--- config.mk ---
export PLATFORM = sky130hd
export DESIGN_NAME = collision_ram_arbiter_flat
export DESIGN_NICKNAME = d
export VERILOG_FILES = /design/src/rtl/collision_ram_arbiter_if.sv /design/src/rtl/collision_ram_arbiter.sv /design/src/flat_wrapper.sv
export SDC_FILE = /design/constraint.sdc
export NUM_CORES = 1
export LEC_CHECK = 0
export BUFFER_PORTS_ARGS = -buffer_cell sky130_fd_sc_hd__buf_2
export CORE_MARGIN = 2
export CORE_UTILIZATION = 42
export DETAILED_ROUTE_END_ITERATION = 6
export PLACE_DENSITY = 0.71
export SKIP_LAST_GASP = 1
export SYNTH_ARGS = -nofsm -noshare
export SYNTH_HDL_FRONTEND = slang
export SYNTH_SLANG_ARGS = --single-unit
--- constraint.sdc ---
create_clock -name sys_clk -period 4.74 [get_ports sys_clk]
set_clock_uncertainty 0.15 [all_clocks]
set_input_delay 0.948 -clock sys_clk [delete_from_list [all_inputs] [get_ports sys_clk]]
set_output_delay 0.948 -clock sys_clk [all_outputs]
set_load 0.1 [all_outputs]
--- src/rtl/collision_ram_arbiter_if.sv ---
// Requester/RAM-side bundle for collision_ram_arbiter: per-requester request/coordinate lanes,
// one-hot grant/response strobes, and the collision RAM address/data pair.
interface collision_ram_arbiter_if #(
    parameter int N_REQ = 4
) ();
    logic [N_REQ-1:0]    req;
    logic [10*N_REQ-1:0] req_x;
    logic [10*N_REQ-1:0] req_y;
    logic [N_REQ-1:0]    grant;
    logic [N_REQ-1:0]    rsp_valid;
    logic                rsp_block;
    logic [19:0]         ram_addr;
    logic                ram_dout;

    modport master (
        output req, req_x, req_y, ram_dout,
        input  grant, rsp_valid, rsp_block, ram_addr
    );

    modport slave (
        input  req, req_x, req_y, ram_dout,
        output grant, rsp_valid, rsp_block, ram_addr
    );
endinterface

--- src/rtl/collision_ram_arbiter.sv ---
// Round-robin arbiter sharing a 1-bit collision RAM among N_REQ movers, one lookup in flight.
// Optional macro COLLISION_ARB_BOUNDS_EN forces out-of-map lookups to report blocked.
module collision_ram_arbiter #(
    parameter int N_REQ   = 4,
    parameter int MAP_W   = 960,
    parameter int MAP_H   = 500,
    parameter int RAM_LAT = 1
) (
    input  logic                  sys_clk,
    input  logic                  rst_n,
    collision_ram_arbiter_if.slave bus
);
    localparam int PW = (N_REQ > 1) ? $clog2(N_REQ) : 1;

    typedef enum logic [1:0] {
        IDLE = 2'd0,
        WAIT = 2'd1,
        RESP = 2'd2
    } state_t;

    if (N_REQ < 2 || N_REQ > 8 || RAM_LAT < 1 || RAM_LAT > 3 || MAP_W < 1 || MAP_H < 1) begin : g_bad_params
        $error("collision_ram_arbiter: parameter out of range");
    end

    state_t              state_r;
    state_t              state_s;
    logic [PW-1:0]       ptr_r;
    logic [PW-1:0]       win_r;
    logic [1:0]          cnt_r;
    logic [N_REQ-1:0]    grant_r;
    logic [N_REQ-1:0]    rsp_valid_r;
    logic                rsp_block_r;
    logic [19:0]         ram_addr_r;
    logic [PW-1:0]       pick_s;
    logic                found_s;
    logic [9:0]          sel_x_s;
    logic [9:0]          sel_y_s;
    logic [19:0]         addr_s;
`ifdef COLLISION_ARB_BOUNDS_EN
    logic                oob_s;
    logic                oob_r;
`endif

    function automatic logic [N_REQ-1:0] onehot(input logic [PW-1:0] idx);
        return N_REQ'(1) << idx;
    endfunction

    // Round-robin search starting at ptr; the first requester found wins.
    always_comb begin
        pick_s  = '0;
        found_s = 1'b0;
        for (int i = 0; i < N_REQ; i++) begin
            logic [PW-1:0] idx;
            idx     = PW'((int'(ptr_r) + i) % N_REQ);
            pick_s  = (!found_s && bus.req[idx]) ? idx : pick_s;
            found_s = found_s | bus.req[idx];
        end
    end

    // Winner's coordinate and its linear RAM address, full 20-bit product.
    always_comb begin
        sel_x_s = bus.req_x[int'(pick_s)*10 +: 10];
        sel_y_s = bus.req_y[int'(pick_s)*10 +: 10];
        addr_s  = 20'(sel_x_s) + 20'(sel_y_s) * 20'(MAP_W);
`ifdef COLLISION_ARB_BOUNDS_EN
        oob_s   = (int'(sel_x_s) >= MAP_W) || (int'(sel_y_s) >= MAP_H);
`endif
    end

    // Next-state logic.
    always_comb begin
        state_s = state_r;
        case (state_r)
            IDLE: begin
                if (found_s) state_s = WAIT;
                else         state_s = IDLE;
            end
            WAIT: begin
                if (cnt_r == 2'd0) state_s = RESP;
                else               state_s = WAIT;
            end
            RESP:    state_s = IDLE;
            default: state_s = IDLE;
        endcase
    end

    // State register.
    always_ff @(posedge sys_clk or negedge rst_n) begin
        if (!rst_n) state_r <= IDLE;
        else        state_r <= state_s;
    end

    // Datapath: grant/address capture, latency countdown, result capture, pointer advance.
    always_ff @(posedge sys_clk or negedge rst_n) begin
        if (!rst_n) begin
            ptr_r       <= '0;
            win_r       <= '0;
            cnt_r       <= 2'd0;
            grant_r     <= '0;
            rsp_valid_r <= '0;
            rsp_block_r <= 1'b0;
            ram_addr_r  <= 20'd0;
`ifdef COLLISION_ARB_BOUNDS_EN
            oob_r       <= 1'b0;
`endif
        end else begin
            grant_r     <= '0;
            rsp_valid_r <= '0;
            case (state_r)
                IDLE: begin
                    if (found_s) begin
                        grant_r <= onehot(pick_s);
                        win_r   <= pick_s;
                        cnt_r   <= 2'(RAM_LAT);
`ifdef COLLISION_ARB_BOUNDS_EN
                        // Out-of-map lookups leave the RAM address untouched.
                        oob_r   <= oob_s;
                        if (!oob_s) ram_addr_r <= addr_s;
                        else        ram_addr_r <= ram_addr_r;
`else
                        ram_addr_r <= addr_s;
`endif
                    end else begin
                        ram_addr_r <= ram_addr_r;
                    end
                end
                WAIT: begin
                    // Counter at zero means ram_dout now reflects the granted address.
                    if (cnt_r == 2'd0) begin
                        rsp_valid_r <= onehot(win_r);
`ifdef COLLISION_ARB_BOUNDS_EN
                        rsp_block_r <= oob_r ? 1'b1 : bus.ram_dout;
`else
                        rsp_block_r <= bus.ram_dout;
`endif
                    end else begin
                        cnt_r <= cnt_r - 2'd1;
                    end
                end
                RESP: begin
                    ptr_r <= (win_r == PW'(N_REQ - 1)) ? '0 : win_r + PW'(1);
                end
                default: begin
                    ptr_r <= '0;
                end
            endcase
        end
    end

    assign bus.grant     = grant_r;
    assign bus.rsp_valid = rsp_valid_r;
    assign bus.rsp_block = rsp_block_r;
    assign bus.ram_addr  = ram_addr_r;
endmodule

--- src/flat_wrapper.sv ---
// flat-port wrapper written by rule: the top's interface ports become plain ports
module collision_ram_arbiter_flat 
#(
    parameter int N_REQ   = 4,
    parameter int MAP_W   = 960,
    parameter int MAP_H   = 500,
    parameter int RAM_LAT = 1
)
  (sys_clk, rst_n, bus_req, bus_req_x, bus_req_y, bus_ram_dout, bus_grant, bus_rsp_valid, bus_rsp_block, bus_ram_addr);
  collision_ram_arbiter_if #(.N_REQ(N_REQ)) bus_i ();
  input  logic sys_clk;
  input  logic rst_n;
  input wire logic [$bits(bus_i.req)-1:0] bus_req;
  input wire logic [$bits(bus_i.req_x)-1:0] bus_req_x;
  input wire logic [$bits(bus_i.req_y)-1:0] bus_req_y;
  input wire logic [$bits(bus_i.ram_dout)-1:0] bus_ram_dout;
  output wire logic [$bits(bus_i.grant)-1:0] bus_grant;
  output wire logic [$bits(bus_i.rsp_valid)-1:0] bus_rsp_valid;
  output wire logic [$bits(bus_i.rsp_block)-1:0] bus_rsp_block;
  output wire logic [$bits(bus_i.ram_addr)-1:0] bus_ram_addr;
  assign bus_i.req = bus_req;
  assign bus_i.req_x = bus_req_x;
  assign bus_i.req_y = bus_req_y;
  assign bus_i.ram_dout = bus_ram_dout;
  assign bus_grant = bus_i.grant;
  assign bus_rsp_valid = bus_i.rsp_valid;
  assign bus_rsp_block = bus_i.rsp_block;
  assign bus_ram_addr = bus_i.ram_addr;
  collision_ram_arbiter #(.N_REQ(N_REQ), .MAP_W(MAP_W), .MAP_H(MAP_H), .RAM_LAT(RAM_LAT)) u_core (.sys_clk(sys_clk), .rst_n(rst_n), .bus(bus_i));
endmodule
==> run metrics, run 1 <==
count of synthesis-stage warnings from yosys 0; synthesized area divided by synthesized cell count around 9.0 um^2; violations in the final reports setup timing; number of maximum-capacitance violations 0; slack of the critical path -0.2946 ns; I/O pin count roughly 120; drt drc 0; Remaining Overflow, GRT 0; Post-synth EDFFs 0; data arrival time of the critical path 5.04 ns; commonest cells in the synthesized netlist 49 x inv_1, 37 x dfrtp_1, 36 x o21ai_0, 33 x mux2i_1, 33 x nand2_1; Worst slew margin 0.4717; Via-to-Cell Ratio ~5.0; Routed Wire Length 9386 um; Setup TNS -1.149 ns; Detail Placement HPWL 7379 um; maximum number of pins on one net before global-route repair 38; gpl congestion 0.9091; via count of the first global-routing pass 3585; Max Fclk 198.6 MHz; global-route met2 utilization 0.3686; Worst EP required 4.75 ns; RSZ-0062 raised after global routing yes; met3 track demand over resource in global routing 0.02168; Global Route Usage Sum 0.2073; dominant cell by count in the synthesized netlist inv_1; final critical-path share of the clock period 1.062; area of the core region between 8000 and 9000 um^2; antenna violations before repair 0; placement row count 33; CTS clock-pin slew for the worst setup and hold paths 0.08 ns; number of pins with negative max-slew slack in the final report 0; Starting Density 0.4368; Slew @ Worst Pin 0.7924 ns; root buffer selected by CTS clkbuf_8; cell type with the largest total area after synthesis dfrtp_1; x dimension of the die 96.68 um; clock buffers created by TritonCTS 5; fraction of layout cells with a size suffix above 1 0.4718; Sinks on Clock Net 37; DR iter-0 viols 87; H-tree lvl count 2; share of flip-flops with an asynchronous set or reset after synthesis 1.000; Synth top area share 0.2567; count of buffers from port buffering 115; Final Util 0.6536; insertion delay to the later sink of the worst-skew pair 0.29 ns; overall die height between 90 and 100 um; first-pass iteration count of the detailed router 4; number of register bits inferred by synthesis 37; WHS 0.3297 ns; synthesized netlist cell count approximately 400; count of endpoints failing setup in the final report 8; main flop type after synthesis dfrtp_1; post-synth net total 527; hold-fix buffers at CTS 0; clock tree from TritonCTS done; class of the worst hold path reg2reg; Antenna diodes 0; count of cell types in the netlist 56; filler cell count in the final layout ~670; netlist area before placement roughly 3600 um^2; top area cells in the synthesized netlist dfrtp_1 26%, ha_1 9.7%, mux2i_1 9.2%, fa_1 7.2%, inv_1 5.1%; worst setup slack after placement -0.7695 ns; wire length of the first global-routing pass ~16000 um; number of nets in the final layout between 700 and 800; layer carrying the most global-route usage met2; wire per inst 13.60 um; endpoint kind of the worst setup timing path flop; worst-path fanout max 8; count of final hold-check violations 0; growth of design area from synthesis to finish 49.64%; met1 GRT Util 0.2647; run status finished, violations left; startpoint types input pin; Max Root-Sink Buffers 2; Worst Path Class, Setup in2reg; part of the Yosys area used for sequential elements 0.2567; clock period minus worst slack 5.035 ns; Antenna Violating Nets Remaining 0; via count around 3500; area of the die 9346 um^2
[worst max-delay path, stage by stage]
cell and delay, ns:
buf_8 0.10, nor2b_4 0.13, a21oi_2 0.12, o22ai_2 0.09, a21oi_4 0.14, buf_12 0.15, buf_6 0.13, mux2_4 0.31
buf_4 0.14, fa_1 0.50, fa_1 0.51, inv_1 0.04, ha_1 0.33, and3_1 0.17, and2_1 0.15, a311o_1 0.32
a31oi_1 0.21, xnor2_1 0.22, and4_1 0.25, o31ai_2 0.07
[cells in the final DEF, fill, tap and decap left out, types with 4 or more instances in the layout]
cell,Yosys,routed
and2_1,5,6
o21ai_0,36,28
o211ai_1,4,4
a21oi_1,17,12
a21oi_4,0,4
mux2_4,1,6
inv_2,0,6
nand2_1,33,31
fa_1,13,13
a211oi_1,5,4
o21ai_4,0,4
mux2i_1,33,29
ha_1,28,23
o21ai_1,2,5
inv_1,49,43
xor2_1,12,9
buf_4,4,66
xnor2_1,12,8
nor2_1,17,15
nor2b_1,10,8
a31oi_1,4,4
clkbuf_8,0,5
buf_8,0,5
ha_4,0,5
buf_6,0,6
dfrtp_1,37,37
mux2_2,16,11
buf_2,5,113
[kinds of logic after synthesis]
group | synth area share
simple gates | 0.1283
xor+xnor | 0.05827
flops | 0.2567
compound gates | 0.1665
mux | 0.1457
fa+ha+maj | 0.1720
buf+inv | 0.07249
[layer usage]
metal / part of all wire / up-vias
met5: 0 / -
met1: 0.44 / 1631
met2: 0.51 / 91
li1: - / 1741
met4: 0.013 / 0
met3: 0.043 / 9
[state kept, by name (all words and copies together) (netlist names)]
register	cells
u_core.bus.ram_addr	20
u_core.bus.grant	4
u_core.bus.rsp_valid	4
u_core.cnt_r	2
u_core.ptr_r	2
u_core.state_r	2
u_core.win_r	2
u_core.bus.rsp_block	1
[final cells by class]
class	instances	area, um^2	area share
Timing Repair Buffer	192	1251	0.2318
Multi-Input combinational cell	299	2819	0.5223
Tap cell	105	131.4	0.02434
Clock inverter	3	17.52	0.003245
Inverter	49	183.9	0.03408
Sequential cell	37	925.9	0.1715
Clock buffer	5	68.82	0.01275
[through the flow]
| stage | cells | instance area, um^2 |
|---|---|---|
| floorplan | 399 | 3739 |
| global placement | 667 | 4828 |
| detailed placement | 667 | 4828 |
| CTS | 686 | 5265 |
| global route | 690 | 5398 |
| finish | 690 | 5398 |
[worst paths after layout]
check | depth (start not counted) | slack (ns) | endpoint | startpoint
max reg2reg | 19 | 0.02 | u_core.bus.ram_addr[19] | u_core.ptr_r[0]
min | 2 | 0.33 | u_core.bus.ram_addr[6] | u_core.bus.ram_addr[6]
min in group asynchronous | 1 | 0.59 | u_core.bus.ram_addr[4] | rst_n
max | 20 | -0.29 | u_core.bus.ram_addr[19] | bus_req[0]
max in group asynchronous | 1 | 3.35 | u_core.cnt_r[0] | rst_n
min reg2reg | 2 | 0.33 | u_core.bus.ram_addr[6] | u_core.bus.ram_addr[6]
[timing repair]
action	CTS	global route
setup buffers	10	5
gates cloned	2	0
resized for setup	57	21
pin swaps	29	17
endpoints found under the setup margin	8	8
endpoints found under the hold margin	0	0
Power of run 1 is not shown: default switching activity piles up to over one toggle a cycle in this logic, so the estimate is an artifact.
==> run 2, diff against run 1 <==
- CAP_MARGIN: unset -> 0
- SETUP_SLACK_MARGIN: unset -> 0.3
==> run 2 against run 1 <==
The flow still finishes with violations (setup timing); flip-flop and latch count did not move; wire length fell by 0.28%; critical path depth rose by 1; count of clock-buffer cells in the layout rose by 1; sequential share of layout area rose by 0.37 points; critical path type unchanged.
==> run metrics, run 2 (synthesis results as in run 1) <==
run status finished, violations left; violations in the final reports setup timing; filler cell count in the final layout 660 (-1.9%); fraction of layout cells with a size suffix above 1 0.4549 (-0.01694); clock tree from TritonCTS done; family with the most delay on the worst path adder cells; root buffer selected by CTS clkbuf_8; worst-path fanout max 8 (unchanged); overall die height 96.68 um (unchanged); slack of the critical path -0.3576 ns (-0.06307 ns); met2 routed WL 4930 um (+3.5%); Worst EP required 4.77 ns (+0.02 ns); most used cells in the layout excluding fill and tap cells 114 x buf_2, 75 x buf_4, 46 x inv_1; highest routed layer met4; x dimension of the die 96.68 um (unchanged); Multi-input gate area 2696 um^2 (-4.3%); met3 routed wirelength 338 um (-16%); placed cell count 667 (unchanged); area of the core region 8258 um^2 (unchanged); insertion delay to the later sink of the worst-skew pair 0.29 ns (about the same); count of final hold-check violations 0 (unchanged); hold-fix buffers at CTS 0 (unchanged); count of endpoints failing setup in the final report 8 (unchanged); Max Root-Sink Buffers 2 (unchanged); Global Route Usage Sum 0.2041 (-0.003242); wire per inst 13.53 um (-0.57%); count of buffers from port buffering 115 (unchanged); Remaining Overflow, GRT 0 (unchanged); class of the worst hold path reg2reg; Starting Density 0.4368 (unchanged); growth of design area from synthesis to finish 46.51%; sequential cell area 925.9 um^2 (unchanged); gpl congestion 0.8583 (-5.6%); Max Fclk 196.2 MHz (-1.2%); Via-to-Cell Ratio 5.092 (+1.2%); placement row count 33 (unchanged); first-pass iteration count of the detailed router 5 (+1); wire length of the first global-routing pass 16130 um (-1.1%); data arrival time of the critical path 5.13 ns (+0.09 ns); drt drc 0 (unchanged); chain of cells forming the critical path buf_6 -> a21o_1 -> a21oi_2 -> o21ai_4 -> buf_12 -> buf_12 -> a211oi_4 -> a21oi_4 -> fa_1 -> ha_4 -> xnor2_2 -> inv_1 -> fa_1 -> inv_2 -> ha_4 -> o211ai_1 -> a2111oi_2 -> and2_4 -> and4_4 -> and4_1 -> o31ai_2; Sinks on Clock Net 37 (unchanged); via count 3524 (+1.5%); WHS 0.3328 ns (+0.003084 ns); number of maximum-capacitance violations 0 (unchanged); Antenna Violating Nets Remaining 0 (unchanged); Detail Placement HPWL 7566 um (+2.5%); CTS clock-pin slew for the worst setup and hold paths 0.08 ns (about the same); DR iter-0 viols 106 (+22%); worst-path cell with the longest stage delay fa_1; delay of the slowest critical-path stage 0.57 ns (+0.06 ns); antenna violations before repair 0 (unchanged); max FFs per register 20 (unchanged); H-tree lvl count 2 (unchanged); Worst Path Class, Setup in2reg; Slew @ Worst Pin 0.7895 ns (-0.002934 ns); maximum number of pins on one net before global-route repair 38 (unchanged); startpoint types input pin; endpoint kind of the worst setup timing path flop; via count of the first global-routing pass 3584 (-0.028%); I/O pin count 116 (unchanged); RSZ-0062 raised after global routing yes; post-layout instance count excluding filler cells 692 (+0.29%); worst setup slack after placement -0.8667 ns (-0.09718 ns); number of pins with negative max-slew slack in the final report 0 (unchanged); Worst slew margin 0.4737 (+0.001956); most common cell after layout, fill and taps aside buf_2; area of the die 9346 um^2 (unchanged); number of nets in the final layout 714 (+0.28%); clock period minus worst slack 5.098 ns (+0.06307 ns); met1 routed wirelength after detailed routing 3920 um (-4.2%); final critical-path share of the clock period 1.075 (+0.01331); Antenna diodes 0 (unchanged); clock buffers created by TritonCTS 5 (unchanged); Routed Wire Length 9360 um (-0.28%); sum of buffers and inverters on the critical path 5 (unchanged)
==> run 2: changes by cell type in the layout (fill, tap and decap cells not counted), sizes merged <==
cell    before  now
buf        192  195
clkinv       2    0
o21ai       40   39
clkbuf       5    6
bufinv       0    1
==> run 2: worst min-delay path: stages, from the launching register on <==
cell and delay, ns:
dfrtp_1 0.34, nand2_1 0.05, o21ai_0 0.06
==> run 2: path summary, 6_finish.rpt <==
path                                        startpoint                       to  slack (ns)  cells past startpoint
worst max-delay path                        bus_req[1]  u_core.bus.ram_addr[19]       -0.36                     21
worst min register to register  u_core.bus.ram_addr[3]   u_core.bus.ram_addr[3]        0.33                      2
worst min-delay path            u_core.bus.ram_addr[3]   u_core.bus.ram_addr[3]        0.33                      2
max in group asynchronous                        rst_n          u_core.cnt_r[0]        3.35                      1
worst max register to register         u_core.ptr_r[0]  u_core.bus.ram_addr[19]       -0.06                     21
min in group asynchronous                        rst_n   u_core.bus.ram_addr[5]        0.58                      1
==> run 2: per-stage QoR <==
stage	util	cell area, um^2	setup TNS, ns
after floorplan	-	3739	-2.443
after global placement	0.5832	4816	-4.751
after detailed placement	0.5832	4816	-5.822
after CTS	0.6174	5099	-1.793
after global routing	0.6400	5285	-3.537
final	0.6400	5285	-1.951
==> run 2: repair_timing <==
item	in CTS	in global routing
pin swaps	4	11
resized for setup	18	26
buffers inserted	11	6
endpoints found under the setup margin	10	10
==> run 2: area by class of cell <==
cell class	count	area share
inverters	49	0.03480
clock buffers	6	0.01562
well taps	105	0.02486
repair buffers	195	0.2322
flip-flops and latches	37	0.1752
clock inverters	2	0.007102
multi-input cells	298	0.5102
==> run 2: routing by layer <==
layer,up-vias,global-route usage
li1,1750,-
met1,1670,0.2549
met2,89,0.3675
met3,15,0.02168
met4,0,0.06609
met5,-,0
Power of run 2 is left out for the same reason.
